$ cat config.mk
export PLATFORM = sky130hd
export DESIGN_NAME = fft_input_reorder_flat
export DESIGN_NICKNAME = d
export VERILOG_FILES = /design/src/rtl/fft_pkg.sv /design/src/rtl/fft_input_reorder_if.sv /design/src/rtl/fft_bank_mem.sv /design/src/rtl/fft_input_reorder.sv /design/src/flat_wrapper.sv
export SDC_FILE = /design/constraint.sdc
export NUM_CORES = 1
export LEC_CHECK = 0
export BUFFER_PORTS_ARGS = -buffer_cell sky130_fd_sc_hd__buf_4
export CORE_MARGIN = 2
export CORE_UTILIZATION = 60
export CTS_CLUSTER_SIZE = 10
export DETAILED_ROUTE_END_ITERATION = 12
export GPL_ROUTABILITY_DRIVEN = 0
export PLACE_DENSITY = 0.78
export SYNTH_ARGS = -nofsm -noshare
export SYNTH_HDL_FRONTEND = slang
export SYNTH_SLANG_ARGS = --single-unit
export TNS_END_PERCENT = 30
$ cat constraint.sdc
create_clock -name clk -period 4.8 [get_ports clk]
set_clock_uncertainty 0.2 [all_clocks]
set_input_delay 0.24 -clock clk [delete_from_list [all_inputs] [get_ports clk]]
set_output_delay 0.24 -clock clk [all_outputs]
set_load 0.01 [all_outputs]
$ cat src/rtl/fft_pkg.sv
// fft_pkg: shared FFT constants, bank state encoding and bit-reversal helper.
package fft_pkg;
   localparam int N_POINTS = 8;
   localparam int LOG2N = 3;
   localparam int DATA_W = 21;
   typedef enum logic [1:0] {EMPTY, FILLING, FULL, DRAINING} bank_state_t;
   typedef struct packed {
      logic [DATA_W-1:0] re;
      logic [DATA_W-1:0] im;
   } cplx_t;
   function automatic logic [LOG2N-1:0] bitrev(input logic [LOG2N-1:0] x);
      logic [LOG2N-1:0] r;
      for (int i = 0; i < LOG2N; i++) r[i] = x[LOG2N-1-i];
      return r;
   endfunction
endpackage

$ cat src/rtl/fft_input_reorder_if.sv
// fft_input_reorder_if: natural-order sample stream in, bit-reversed operand pairs out.
interface fft_input_reorder_if;
   import fft_pkg::*;
   logic              in_valid;
   logic              in_ready;
   logic [DATA_W-1:0] in_real;
   logic [DATA_W-1:0] in_imag;
   logic              out_valid;
   logic              out_ready;
   logic [DATA_W-1:0] out_real_a;
   logic [DATA_W-1:0] out_imag_a;
   logic [DATA_W-1:0] out_real_b;
   logic [DATA_W-1:0] out_imag_b;
   logic [LOG2N-2:0]  out_pair_idx;
   logic              out_last;
   modport master (
      output in_valid, in_real, in_imag, out_ready,
      input  in_ready, out_valid, out_real_a, out_imag_a, out_real_b, out_imag_b, out_pair_idx, out_last
   );
   modport slave (
      input  in_valid, in_real, in_imag, out_ready,
      output in_ready, out_valid, out_real_a, out_imag_a, out_real_b, out_imag_b, out_pair_idx, out_last
   );
endinterface

$ cat src/rtl/fft_bank_mem.sv
// fft_bank_mem: one N_POINTS-deep complex bank, synchronous write, pair-wise asynchronous read.
module fft_bank_mem
   import fft_pkg::*;
(
   input  logic             clk,
   input  logic             we_i,
   input  logic [LOG2N-1:0] waddr_i,
   input  cplx_t            wdata_i,
   input  logic [LOG2N-2:0] pair_i,
   output cplx_t            a_o,
   output cplx_t            b_o
);
   cplx_t mem_q [N_POINTS];
   always_ff @(posedge clk) if (we_i) mem_q[waddr_i] <= wdata_i;
   assign a_o = mem_q[{pair_i, 1'b0}];
   assign b_o = mem_q[{pair_i, 1'b1}];
endmodule

$ cat src/rtl/fft_input_reorder.sv
// fft_input_reorder: ping-pong bit-reversal buffer feeding first-stage DIT butterfly pairs.
module fft_input_reorder
   import fft_pkg::*;
(
   input logic               clk,
   input logic               rst,
   fft_input_reorder_if.slave bus
);
   bank_state_t      bank_q [2], bank_d [2];
   logic             wr_ptr_q, wr_ptr_d, rd_ptr_q, rd_ptr_d;
   logic [LOG2N-1:0] wr_cnt_q, wr_cnt_d;
   logic [LOG2N-2:0] rd_cnt_q, rd_cnt_d, idx_q, idx_d;
   logic             valid_q, valid_d, last_q, last_d;
   cplx_t            a_q, a_d, b_q, b_d, wdata;
   cplx_t            rd_a [2], rd_b [2];
   logic             in_fire, load, wr_last, rd_last;
   assign bus.in_ready = bank_q[wr_ptr_q] == EMPTY || bank_q[wr_ptr_q] == FILLING;
   assign in_fire = bus.in_valid && bus.in_ready;
   assign load = (bank_q[rd_ptr_q] == FULL || bank_q[rd_ptr_q] == DRAINING) && (!valid_q || bus.out_ready);
   assign wr_last = wr_cnt_q == LOG2N'(N_POINTS - 1);
   assign rd_last = rd_cnt_q == (LOG2N-1)'(N_POINTS / 2 - 1);
   assign wdata = {bus.in_real, bus.in_imag};
   for (genvar g = 0; g < 2; g++) begin : g_bank
      fft_bank_mem u_mem (
         .clk     (clk),
         .we_i    (in_fire && wr_ptr_q == 1'(g)),
         .waddr_i (bitrev(wr_cnt_q)),
         .wdata_i (wdata),
         .pair_i  (rd_cnt_q),
         .a_o     (rd_a[g]),
         .b_o     (rd_b[g])
      );
   end
   // Write and read never target the same bank: their state sets are disjoint.
   always_comb begin
      bank_d = bank_q;
      wr_ptr_d = wr_ptr_q;
      rd_ptr_d = rd_ptr_q;
      wr_cnt_d = wr_cnt_q;
      rd_cnt_d = rd_cnt_q;
      valid_d = valid_q && !bus.out_ready;
      idx_d = idx_q;
      last_d = last_q;
      a_d = a_q;
      b_d = b_q;
      if (in_fire) begin
         bank_d[wr_ptr_q] = wr_last ? FULL : FILLING;
         wr_cnt_d = wr_cnt_q + LOG2N'(1);
         wr_ptr_d = wr_ptr_q ^ wr_last;
      end
      if (load) begin
         bank_d[rd_ptr_q] = rd_last ? EMPTY : DRAINING;
         rd_cnt_d = rd_cnt_q + (LOG2N-1)'(1);
         rd_ptr_d = rd_ptr_q ^ rd_last;
         valid_d = 1'b1;
         idx_d = rd_cnt_q;
         last_d = rd_last;
         a_d = rd_a[rd_ptr_q];
         b_d = rd_b[rd_ptr_q];
      end
   end
   always_ff @(posedge clk or posedge rst) begin
      if (rst) begin
         bank_q <= '{EMPTY, EMPTY};
         wr_ptr_q <= 1'b0;
         rd_ptr_q <= 1'b0;
         wr_cnt_q <= '0;
         rd_cnt_q <= '0;
         valid_q <= 1'b0;
         idx_q <= '0;
         last_q <= 1'b0;
         a_q <= '0;
         b_q <= '0;
      end else begin
         bank_q <= bank_d;
         wr_ptr_q <= wr_ptr_d;
         rd_ptr_q <= rd_ptr_d;
         wr_cnt_q <= wr_cnt_d;
         rd_cnt_q <= rd_cnt_d;
         valid_q <= valid_d;
         idx_q <= idx_d;
         last_q <= last_d;
         a_q <= a_d;
         b_q <= b_d;
      end
   end
   assign bus.out_valid = valid_q;
   assign bus.out_real_a = a_q.re;
   assign bus.out_imag_a = a_q.im;
   assign bus.out_real_b = b_q.re;
   assign bus.out_imag_b = b_q.im;
   assign bus.out_pair_idx = idx_q;
   assign bus.out_last = last_q;
endmodule

$ cat src/flat_wrapper.sv
// flat-port wrapper written by rule: the top's interface ports become plain ports
module fft_input_reorder_flat import fft_pkg::*;
  (clk, rst, bus_in_valid, bus_in_real, bus_in_imag, bus_out_ready, bus_in_ready, bus_out_valid, bus_out_real_a, bus_out_imag_a, bus_out_real_b, bus_out_imag_b, bus_out_pair_idx, bus_out_last);
  fft_input_reorder_if bus_i ();
  input logic clk;
  input logic rst;
  input wire logic [$bits(bus_i.in_valid)-1:0] bus_in_valid;
  input wire logic [$bits(bus_i.in_real)-1:0] bus_in_real;
  input wire logic [$bits(bus_i.in_imag)-1:0] bus_in_imag;
  input wire logic [$bits(bus_i.out_ready)-1:0] bus_out_ready;
  output wire logic [$bits(bus_i.in_ready)-1:0] bus_in_ready;
  output wire logic [$bits(bus_i.out_valid)-1:0] bus_out_valid;
  output wire logic [$bits(bus_i.out_real_a)-1:0] bus_out_real_a;
  output wire logic [$bits(bus_i.out_imag_a)-1:0] bus_out_imag_a;
  output wire logic [$bits(bus_i.out_real_b)-1:0] bus_out_real_b;
  output wire logic [$bits(bus_i.out_imag_b)-1:0] bus_out_imag_b;
  output wire logic [$bits(bus_i.out_pair_idx)-1:0] bus_out_pair_idx;
  output wire logic [$bits(bus_i.out_last)-1:0] bus_out_last;
  assign bus_i.in_valid = bus_in_valid;
  assign bus_i.in_real = bus_in_real;
  assign bus_i.in_imag = bus_in_imag;
  assign bus_i.out_ready = bus_out_ready;
  assign bus_in_ready = bus_i.in_ready;
  assign bus_out_valid = bus_i.out_valid;
  assign bus_out_real_a = bus_i.out_real_a;
  assign bus_out_imag_a = bus_i.out_imag_a;
  assign bus_out_real_b = bus_i.out_real_b;
  assign bus_out_imag_b = bus_i.out_imag_b;
  assign bus_out_pair_idx = bus_i.out_pair_idx;
  assign bus_out_last = bus_i.out_last;
  fft_input_reorder u_core (.clk(clk), .rst(rst), .bus(bus_i));
endmodule
==> results of run 1 <==
-- worst reg2reg max path, stage by stage, from the launching register on --
cell                       delay (ns)
sky130_fd_sc_hd__dfrtp_1         0.40
sky130_fd_sc_hd__nand2b_4        0.08
sky130_fd_sc_hd__buf_4           0.79
sky130_fd_sc_hd__o21ai_4         0.47
sky130_fd_sc_hd__buf_4           0.45
sky130_fd_sc_hd__a221o_1         0.47
-- routing by layer --
layer	vias to the layer above	share of wire (%)	GRT usage, %	wire length (um)
li1	5734	-	-	-
met1	7511	38	37.46	24480
met2	900	50	42.82	32190
met3	152	9.2	5.448	5997
met4	0	3.4	11.30	2206
met5	-	0	0	0
-- cell type report --
| class | count | area (um^2) |
|---|---|---|
| diodes | 2 | 5.005 |
| clock buffers | 154 | 2535 |
| clock inverters | 5 | 63.81 |
| fillers | 2696 | 14100 |
| inverters | 5 | 21.27 |
| multi-input cells | 388 | 5599 |
| flip-flops and latches | 769 | 22610 |
| well taps | 615 | 769.5 |
| repair buffers | 207 | 1739 |
-- kinds of logic (layout without fill, tap and decap cells) --
| logic type | count (synthesis) | count (layout) | synth area share [%] |
|---|---|---|---|
| buf+inv | 82 | 371 | 1.622 |
| fa+ha+maj | 8 | 8 | 0.3497 |
| compound gates | 94 | 94 | 3.173 |
| mux | 174 | 174 | 13.44 |
| simple gates | 110 | 110 | 2.378 |
| xor+xnor | 2 | 2 | 0.06120 |
| flops | 769 | 769 | 78.97 |
| other cells | 0 | 2 | 0 |
-- flip-flops by register name, summed over array words and instances (netlist names) --
register,cells
u_core.bank_q,2
u_core.bus.out_imag_a,21
u_core.bus.out_imag_b,21
u_core.bus.out_last,1
u_core.bus.out_pair_idx,2
u_core.bus.out_real_a,21
u_core.bus.out_real_b,21
u_core.bus.out_valid,1
u_core.g_bank.u_mem.mem_q,672
u_core.rd_cnt_q,2
u_core.rd_ptr_q,1
u_core.wr_cnt_q,3
u_core.wr_ptr_q,1
-- final timing paths --
path	from	cells past startpoint	endpoint
max in group asynchronous	rst	4	u_core.rd_cnt_q[1]
min in group clk	bus_in_imag[0]	2	u_core.g_bank[1].u_mem.mem_q[6][0]
setup / recovery	u_core.bus.out_valid	5	u_core.bus.out_real_a[10]
hold / removal	rst	3	u_core.bus.out_real_a[14]
setup reg to reg	u_core.bus.out_valid	5	u_core.bus.out_real_a[10]
hold reg to reg	u_core.bus.out_last	1	u_core.bus.out_last
-- cells in the mapped netlist, types with 2 or more instances --
| cell type | number | area share (%) |
|---|---|---|
| sky130_fd_sc_hd__ha_1 | 8 | 0.35 |
| sky130_fd_sc_hd__mux2i_1 | 2 | 0.070 |
| sky130_fd_sc_hd__buf_2 | 15 | 0.26 |
| sky130_fd_sc_hd__nand2_1 | 2 | 0.026 |
| sky130_fd_sc_hd__and2_1 | 6 | 0.13 |
| sky130_fd_sc_hd__a31oi_1 | 2 | 0.044 |
| sky130_fd_sc_hd__buf_6 | 2 | 0.079 |
| sky130_fd_sc_hd__mux4_2 | 168 | 13 |
| sky130_fd_sc_hd__and3_1 | 96 | 2.1 |
| sky130_fd_sc_hd__nor2b_1 | 3 | 0.066 |
| sky130_fd_sc_hd__dfrtp_1 | 97 | 8.5 |
| sky130_fd_sc_hd__buf_8 | 8 | 0.42 |
| sky130_fd_sc_hd__edfxtp_1 | 672 | 70 |
| sky130_fd_sc_hd__clkbuf_1 | 49 | 0.64 |
| sky130_fd_sc_hd__a221o_1 | 84 | 2.9 |
| sky130_fd_sc_hd__mux2_2 | 4 | 0.16 |
| sky130_fd_sc_hd__inv_1 | 5 | 0.066 |
| sky130_fd_sc_hd__a21oi_1 | 3 | 0.052 |
| sky130_fd_sc_hd__buf_12 | 2 | 0.14 |
| sky130_fd_sc_hd__xnor2_1 | 2 | 0.061 |
-- metrics by stage --
stage / hold WS, ns / setup WS [ns] / cells
after floorplan: 0.1389 / 1.826 / 1239
after global placement: 0.1699 / 1.892 / 1940
after detailed placement: 0.1743 / 1.837 / 1940
after CTS: 0.1105 / 1.784 / 2143
after global routing: 0.1640 / 1.680 / 2145
final: 0.1140 / 1.803 / 2145
-- cells in the final DEF, fill, tap and decap left out, types with 2 or more instances in the layout --
cell type and n:
sky130_fd_sc_hd__ha_1 8, sky130_fd_sc_hd__diode_2 2, sky130_fd_sc_hd__nand2_1 2, sky130_fd_sc_hd__clkbuf_16 92, sky130_fd_sc_hd__xnor2_1 2, sky130_fd_sc_hd__and3_2 12
sky130_fd_sc_hd__a221o_1 84, sky130_fd_sc_hd__and3_1 84, sky130_fd_sc_hd__dlygate4sd3_1 44, sky130_fd_sc_hd__and2_4 2, sky130_fd_sc_hd__buf_12 6, sky130_fd_sc_hd__inv_1 4
sky130_fd_sc_hd__dfrtp_4 2, sky130_fd_sc_hd__mux4_2 168, sky130_fd_sc_hd__mux2_2 4, sky130_fd_sc_hd__dfrtp_1 95, sky130_fd_sc_hd__nor2b_1 3, sky130_fd_sc_hd__a31oi_1 2
sky130_fd_sc_hd__a21oi_1 3, sky130_fd_sc_hd__buf_4 157, sky130_fd_sc_hd__mux2i_1 2, sky130_fd_sc_hd__edfxtp_1 672, sky130_fd_sc_hd__and2_2 4, sky130_fd_sc_hd__clkbuf_1 62
-- power by group --
part | leakage (uW) | total, uW | internal [uW] | switching (uW)
sequential | 0.00724 | 8700 | 8060 | 643
clock | 0.00124 | 6070 | 3600 | 2470
combinational | 0.00312 | 5040 | 2570 | 2480
==> metrics, run 1 <==
# hold bufs at CTS=44; Design Area, Final=around 33,000 um^2; overall power=19,810 uW; core region area=47,450 um^2; number of buffers added on ports=approximately 130; detailed placement HPWL=31,900 um; count of unique library cells instantiated by Yosys=29; WP buf/inv=2; Post-Syn Area=approximately 29,000 um^2; classification of the worst setup path=flop to flop; synthesized instance count=1,239; clock-pin slew reported for the worst setup and hold paths after clock tree synthesis=0.05 ns; worst slew slack as a fraction of its limit=27.09%; fraction of layout instances using a drive strength above 1=between 20 and 30%; Initial Util=about three fifths; global-route wire length before repair=slightly below 100,000 um; highest-delay cell along the critical path=sky130_fd_sc_hd__buf_4; TritonCTS Buffers=87; post-synth net total=~1,300; wirelength, routed=between 60,000 and 70,000 um; Row Count=80; die height=around 220 um; final count of pins violating max slew=0; arrival time of the worst setup path=between 3 and 4 ns; mean instance size in the synthesized netlist=about 23 um^2; element type at the critical path end=flop; result of the run=finished, final reports clean; quantity of gates resized following cts=0; per-cell via count in the routed design=between 6 and 7; average routed wire per standard cell=just over 30 um; hold crit path type=input port to async pin; register-to-register setup slack=around 1.8 ns; Root Buffer Master=sky130_fd_sc_hd__clkbuf_16; global-route usage over all layers=between 20% and 30%; I/O pins=about 140; Starting DRT DRC Count=approximately 1,800; die outline area=slightly below 50,000 um^2; sum of overflow across all layers after global routing=0; post-route fraction of the period consumed by the critical path=between 60% and 70%; buffers inserted during post-CTS setup optimization=0; CP delay by family, top=buffers and inverters; maximum cell stage delay along the critical path=0.79 ns; transition time of the tightest slew-check pin=1.094 ns; element type at the critical path start=flop; later-pin clock latency in the skew report=between 0.6 and 0.7 ns; Post-synth ARST share=12.61%; number of endpoints failing setup at the final stage=0; worst-path cell chain=nand2b_4, buf_4, o21ai_4, buf_4, a221o_1; layout overhead on the synthesized area=16.49%; final core utilization=approximately 70%; RSZ-0062 raised after global routing=false; maximum number of pins on one net before global-route repair=89; TritonCTS clock tree=yes; maximum operating frequency=approximately 0.33 GHz; number of enable-type register cells in the synthesized netlist=672; total number of nets in the final design=between 1,500 and 2,000; share of the yosys chip area belonging to registers=about 79%; maximum level of the CTS H-tree=3; number of sinks driven by the clock tree=a little under 800; maxcap violations=0; DRC violations left=0; cell mode on critical path=sky130_fd_sc_hd__buf_4; count of yosys warnings during synthesis=0; minimum period implied by the final worst setup slack=roughly 3 ns; Detail Route Antenna Nets=0; instance area after placement=30,300 um^2; Pwr per Cell Area=between 500 and 600 nW/um^2; worst endpoint required time=5.07 ns; most frequently used flop master after synthesis=sky130_fd_sc_hd__edfxtp_1; antenna violations before repair=2; x dimension of the die=about 220 um; number of vias after detailed routing=about 14,000; leakage power of the design=between 0.01 and 0.015 uW; CP Max Fanout=88; via count of the first global-routing pass=15,040; final count of hold timing violations=0; first-pass detailed-route iteration total=5; final setup TNS=0 ns; Max Buffers Root-to-Sink=3; FF+latch count, synth=roughly 770; largest vdd supply drop=around 310 uV
Note: power is estimated with default switching activity, not from simulation.
==> run 2, diff against run 1 <==
- CORE_UTILIZATION: 60 -> 55
- PLACE_DENSITY: 0.78 -> 0.75
- clock period: 4.8 -> 2.6 ns (I/O delays scaled with it)
==> run 2 against run 1 <==
  * Register-to-register slack lost 1.6 ns
  * Via count grew 0.17%
  * Critical endpoint is now u_core.bus.out_imag_a[10]
  * Global-route usage shrank 2.4 points
  * Final cell count grew 3.9%
  * Setup slack lost 1.6 ns
  * Clock power grew 78%
  * Largest power group unchanged
==> metrics, run 2 (synthesis results as in run 1) <==
result of the run=finished, final reports clean; Sequential Power Share=a little over two fifths; largest vdd supply drop=~580 uV; count of non-filler cells in the finished layout=about 2,200; element type at the critical path end=flop; number of endpoints failing setup at the final stage=0; transition time of the tightest slew-check pin=0.6570 ns; sum of overflow across all layers after global routing=0; Switching Fraction=28.20%; die height=between 200 and 250 um; maximum operating frequency=~0.42 GHz; maximum level of the CTS H-tree=3; total number of nets in the final design=between 1,500 and 2,000; multi-input combinational cell area=approximately 5600 um^2; RSZ-0062 raised after global routing=false; per-cell via count in the routed design=around 6.4; detailed placement HPWL=approximately 33,000 um; Clock power frac=29.5%; classification of the worst setup path=flop to flop; number of vias after detailed routing=roughly 14,000; internal cell power=around 26,000 uW; maxcap violations=0; Initial Util=approximately 56%; global-route usage over all layers=around a quarter; commonest cells after routing, fill and taps aside=sky130_fd_sc_hd__edfxtp_1 (672), sky130_fd_sc_hd__mux4_2 (168), sky130_fd_sc_hd__buf_4 (162); quantity of gates resized following cts=0; Filler Cell Count=between 3,000 and 4,000; first-pass detailed-route iteration total=5; global-route wire length before repair=between 90,000 and 100,000 um; number of cells in the design after placement=between 2,000 and 2,500; worst slew slack as a fraction of its limit=a little under three fifths; commonest non-fill, non-tap cell in the layout=sky130_fd_sc_hd__edfxtp_1; minimum period implied by the final worst setup slack=around 2.4 ns; TritonCTS Buffers=87; total area of sequential cells=roughly 23,000 um^2; number of flip-flops under the largest register name=roughly 670; Pwr per Cell Area=1079 nW/um^2; x dimension of the die=about 230 um; combinational share of power=a little over a quarter; antenna violations before repair=1; later-pin clock latency in the skew report=0.62 ns; number of sinks driven by the clock tree=769; most flop-heavy register=u_core.g_bank.u_mem.mem_q; post-route fraction of the period consumed by the critical path=approximately 91%; net switching power of the design=approximately 10,000 uW; Detail Route Antenna Nets=0; TritonCTS clock tree=yes; element type at the critical path start=flop; final count of hold timing violations=0; worst hold path stage count=2; leakage power of the design=between 0.01 and 0.015 uW; core region area=~51,000 um^2; overall power=around 36,000 uW; fraction of layout instances using a drive strength above 1=31.20%; final count of pins violating max slew=0; wirelength, routed=64,510 um; layout overhead on the synthesized area=18.19%; die outline area=53,890 um^2; number of buffers added on ports=approximately 130; Root Buffer Master=sky130_fd_sc_hd__clkbuf_16; via count of the first global-routing pass=14,750; Inserted Diodes=0; maximum number of pins on one net before global-route repair=a little under 90; DRC violations left=0; Worst R2R Path Depth=4; clock-pin slew reported for the worst setup and hold paths after clock tree synthesis=approximately 0.060 ns; hold crit path type=input port to flop; CP Max Fanout=16; final setup TNS=0 ns; Row Count=83; I/O pins=between 100 and 150; worst endpoint required time=about 2.9 ns; arrival time of the worst setup path=between 2 and 3 ns; Starting DRT DRC Count=roughly 1,800; average routed wire per standard cell=between 20 and 30 um; Max Buffers Root-to-Sink=3
==> run 2: cell type report <==
cell class                      instances  area share (%)
Clock inverter                          6          0.1627
Clock buffer                          141           7.097
Timing Repair Buffer                  239           6.790
Inverter                                5         0.06657
Multi-Input combinational cell        388           16.53
Tap cell                              680           2.515
Sequential cell                       769           66.84
==> run 2: worst paths after layout <==
path,startpoint,end,slack (ns)
max,u_core.rd_cnt_q[0],u_core.bus.out_imag_a[10],0.23
max reg2reg,u_core.rd_cnt_q[0],u_core.bus.out_imag_a[10],0.23
min,bus_in_imag[1],u_core.g_bank[1].u_mem.mem_q[7][1],0.14
max in group asynchronous,rst,u_core.bus.out_imag_b[11],1.11
min in group asynchronous,rst,u_core.bus.out_real_b[6],0.39
min reg2reg,u_core.bus.out_last,u_core.bus.out_last,0.30
==> run 2: worst max-delay path, stage by stage, from the launching register on <==
cell	delay [ns]
sky130_fd_sc_hd__dfrtp_4	0.59
sky130_fd_sc_hd__buf_4	0.38
sky130_fd_sc_hd__mux4_2	0.58
sky130_fd_sc_hd__and3_1	0.21
sky130_fd_sc_hd__a221o_1	0.26
==> run 2: routing by layer <==
metal	track usage (%)	vias to the layer above	routed length, um
met2	39.20	784	31870
li1	-	5811	-
met3	5.292	102	5686
met1	34.74	7622	25570
met5	0	-	13
met4	7.312	2	1365
==> run 2: timing repair <==
item                                   in CTS  in global routing
endpoints found under the hold margin     779                  0
hold buffers                               46                  0
buffers inserted                            0                  0
==> run 2: stage by stage <==
stage | util (%) | instance area (um^2) | hold slack (ns) | worst slack [ns]
finish | 65.82 | 33830 | 0.1445 | 0.2268
global placement | 60.14 | 30920 | -0.1345 | 0.3273
detailed placement | 60.14 | 30920 | -0.1333 | 0.2962
global route | 65.82 | 33830 | 0.1594 | 0.1543
floorplan | - | 28630 | 0.02887 | 0.07743
CTS | 65.82 | 33830 | 0.1266 | 0.2002
==> run 2: power by group through the flow <==
stage,Combinational [uW],Clock [uW],Sequential (uW)
floorplan,6350,0,15900
global placement,9640,0,16100
detailed placement,9880,0,16100
CTS,9980,10900,15900
global route,10500,11400,16000
finish,9860,10800,15900
==> run 3, diff against run 2 <==
- CELL_PAD_IN_SITES_DETAIL_PLACEMENT: not set -> 0
- CELL_PAD_IN_SITES_GLOBAL_PLACEMENT: not set -> 2
- CORE_UTILIZATION: 55 -> 44
- PLACE_DENSITY: 0.75 -> not set
- PLACE_DENSITY_LB_ADDON: not set -> 0.1
==> run 3 against run 2 <==
  * Clock-buffer cell count is 14 higher
  * Design area is 1.6% higher
  * Clock power is 5% higher
  * Setup slack better by 0.12 ns
  * First-iteration DRC count is 36% lower
  * Register-to-register slack better by 0.12 ns
  * Sequential power hardly changed
  * Total power is 2.3% higher
  * Non-clock buffer count is 7 higher
  * Via count is 2.5% lower
  * Combinational power hardly changed
  * Flip-flop and latch count stayed put
  * Critical endpoint is now u_core.bus.out_imag_b[15]
==> metrics, run 3 (synthesis results as in run 1) <==
antenna violations before repair=1; arrival time of the worst setup path=between 2 and 3 ns; x dimension of the die=259.1 um; result of the run=finished, final reports clean; number of flip-flops under the largest register name=672; highest-delay cell along the critical path=sky130_fd_sc_hd__dfrtp_4; wirelength, routed=70,110 um; transition time of the tightest slew-check pin=around 0.58 ns; worst-path cell chain=buf_4, mux4_2, and3_1, a221o_1; Row Count=between 90 and 100; global-route wire length before repair=between 100,000 and 150,000 um; Clock power frac=a little under a third; commonest cells after routing, fill and taps aside=sky130_fd_sc_hd__edfxtp_1 (672), sky130_fd_sc_hd__mux4_2 (168), sky130_fd_sc_hd__buf_4 (159); Max Buffers Root-to-Sink=3; Initial Util=about 44%; Switching Fraction=between 20% and 30%; post-route fraction of the period consumed by the critical path=86.79%; overall power=between 30,000 and 40,000 uW; via count of the first global-routing pass=approximately 15,000; maxcap violations=0; layout overhead on the synthesized area=20.04%; combinational share of power=roughly 27%; sum of overflow across all layers after global routing=0; Sequential Power Share=between 40 and 50%; multi-input combinational cell area=~5600 um^2; CP Max Fanout=24; most flop-heavy register=u_core.g_bank.u_mem.mem_q; worst slew slack as a fraction of its limit=just over 60%; final count of hold timing violations=0; Pwr per Cell Area=1087 nW/um^2; # hold bufs at CTS=46; DRC violations left=0; number of buffers added on ports=134; largest vdd supply drop=932.5 uV; I/O pins=about 140; maximum number of pins on one net before global-route repair=between 60 and 70; first-pass detailed-route iteration total=5; maximum level of the CTS H-tree=3; final count of pins violating max slew=0; Starting DRT DRC Count=1,122; final core utilization=around 53%; hold crit path type=input port to flop; net switching power of the design=roughly 11,000 uW; maximum cell stage delay along the critical path=about 0.79 ns; internal cell power=around 27,000 uW; later-pin clock latency in the skew report=about 0.62 ns; final setup TNS=0 ns; core region area=64,350 um^2; classification of the worst setup path=flop to flop; worst endpoint required time=between 2 and 3 ns; detailed placement HPWL=about 36,000 um; commonest non-fill, non-tap cell in the layout=sky130_fd_sc_hd__edfxtp_1; die outline area=roughly 67,000 um^2; number of endpoints failing setup at the final stage=0; number of vias after detailed routing=between 10,000 and 15,000; fraction of layout instances using a drive strength above 1=about a third; origin of the critical flop-to-flop path=u_core.rd_cnt_q[1]; total number of nets in the final design=1,552; Filler Cell Count=~5,000; leakage power of the design=about 0.012 uW; RSZ-0062 raised after global routing=false; die height=about 260 um; maximum operating frequency=roughly 0.44 GHz; element type at the critical path end=flop; Hold Startpoint=bus_in_imag[7]; Worst R2R Path Depth=4; number of sinks driven by the clock tree=about 770; Worst R2R End=u_core.bus.out_imag_b[15]; buffers inserted during post-CTS setup optimization=0; Detail Route Antenna Nets=0; TritonCTS Buffers=88; clock-pin slew reported for the worst setup and hold paths after clock tree synthesis=roughly 0.060 ns; quantity of gates resized following cts=0; CP delay by family, top=flip-flops; Inserted Diodes=0; element type at the critical path start=flop; average routed wire per standard cell=between 20 and 30 um; total area of sequential cells=about 23,000 um^2; TritonCTS clock tree=yes; register-to-register setup slack=around 0.34 ns; per-cell via count in the routed design=5.760; WP buf/inv=1; global-route usage over all layers=about a fifth; minimum period implied by the final worst setup slack=about 2.3 ns; worst hold path stage count=2; Root Buffer Master=sky130_fd_sc_hd__clkbuf_16; end of the worst hold path=u_core.g_bank[0].u_mem.mem_q[1][7]
## run 3: cell types whose count changed in the layout (fill, tap and decap cells not counted), sizes merged
cell / previous run / this run
clkinv: 2 / 0
clkinvlp: 2 / 1
buf: 193 / 200
clkbuf: 141 / 155
bufinv: 0 / 2
inv: 7 / 8
## run 3: worst reg2reg max path, stage by stage, from the launching register on
cell and delay (ns):
sky130_fd_sc_hd__dfrtp_4 0.79, sky130_fd_sc_hd__buf_4 0.35, sky130_fd_sc_hd__mux4_2 0.32, sky130_fd_sc_hd__and3_1 0.21
sky130_fd_sc_hd__a221o_1 0.25
## run 3: how the worst max path moves through the flow
stage               slack, ns  depth (start not counted)          startpoint                                  end
floorplan                0.08                          3     u_core.wr_ptr_q   u_core.g_bank[0].u_mem.mem_q[0][0]
global placement         0.36                          4  u_core.rd_cnt_q[1]            u_core.bus.out_imag_b[15]
detailed placement       0.35                          4  u_core.rd_cnt_q[1]            u_core.bus.out_imag_a[15]
CTS                      0.33                          4  u_core.rd_cnt_q[1]            u_core.bus.out_imag_a[15]
global route             0.22                          4     u_core.wr_ptr_q  u_core.g_bank[0].u_mem.mem_q[5][13]
finish                   0.34                          4  u_core.rd_cnt_q[1]            u_core.bus.out_imag_b[15]
## run 3: final cells by class
class | instances | area share, %
inverter | 5 | 0.06554
timing repair buffer | 246 | 7.202
tap | 855 | 3.113
sequential | 769 | 65.81
clock buffer | 155 | 7.260
clock inverter | 6 | 0.2767
multi-input combinational | 388 | 16.28
## run 3: metal layers
layer  global-route usage (%)  up-vias  part of all wire, %
met5                        0        -                0.019
met4                    5.764        2                  1.9
met3                    3.583       90                  6.0
met2                    34.28      436                   49
met1                    30.70     7603                   43
li1                         -     5832                    -
## run 3: power groups by stage
stage          Clock, uW  Sequential, uW  Combinational (uW)
5_1_grt            12000           16000               11000
2_1_floorplan          0           15900                6350
4_1_cts            11500           15900               10500
3_5_place_dp           0           16100               10400
3_3_place_gp           0           16100               10300
6_report           11300           15800               10200
## run 3: through the flow
stage	setup slack [ns]	hold WS (ns)	std cells	cell area, um^2
after floorplan	0.07743	0.02887	1239	28630
after CTS	0.3345	0.1227	2424	34360
after global routing	0.2180	0.1559	2424	34360
after global placement	0.3577	-0.01935	2217	31310
after detailed placement	0.3548	-0.01690	2217	31310
final	0.3434	0.1513	2424	34360
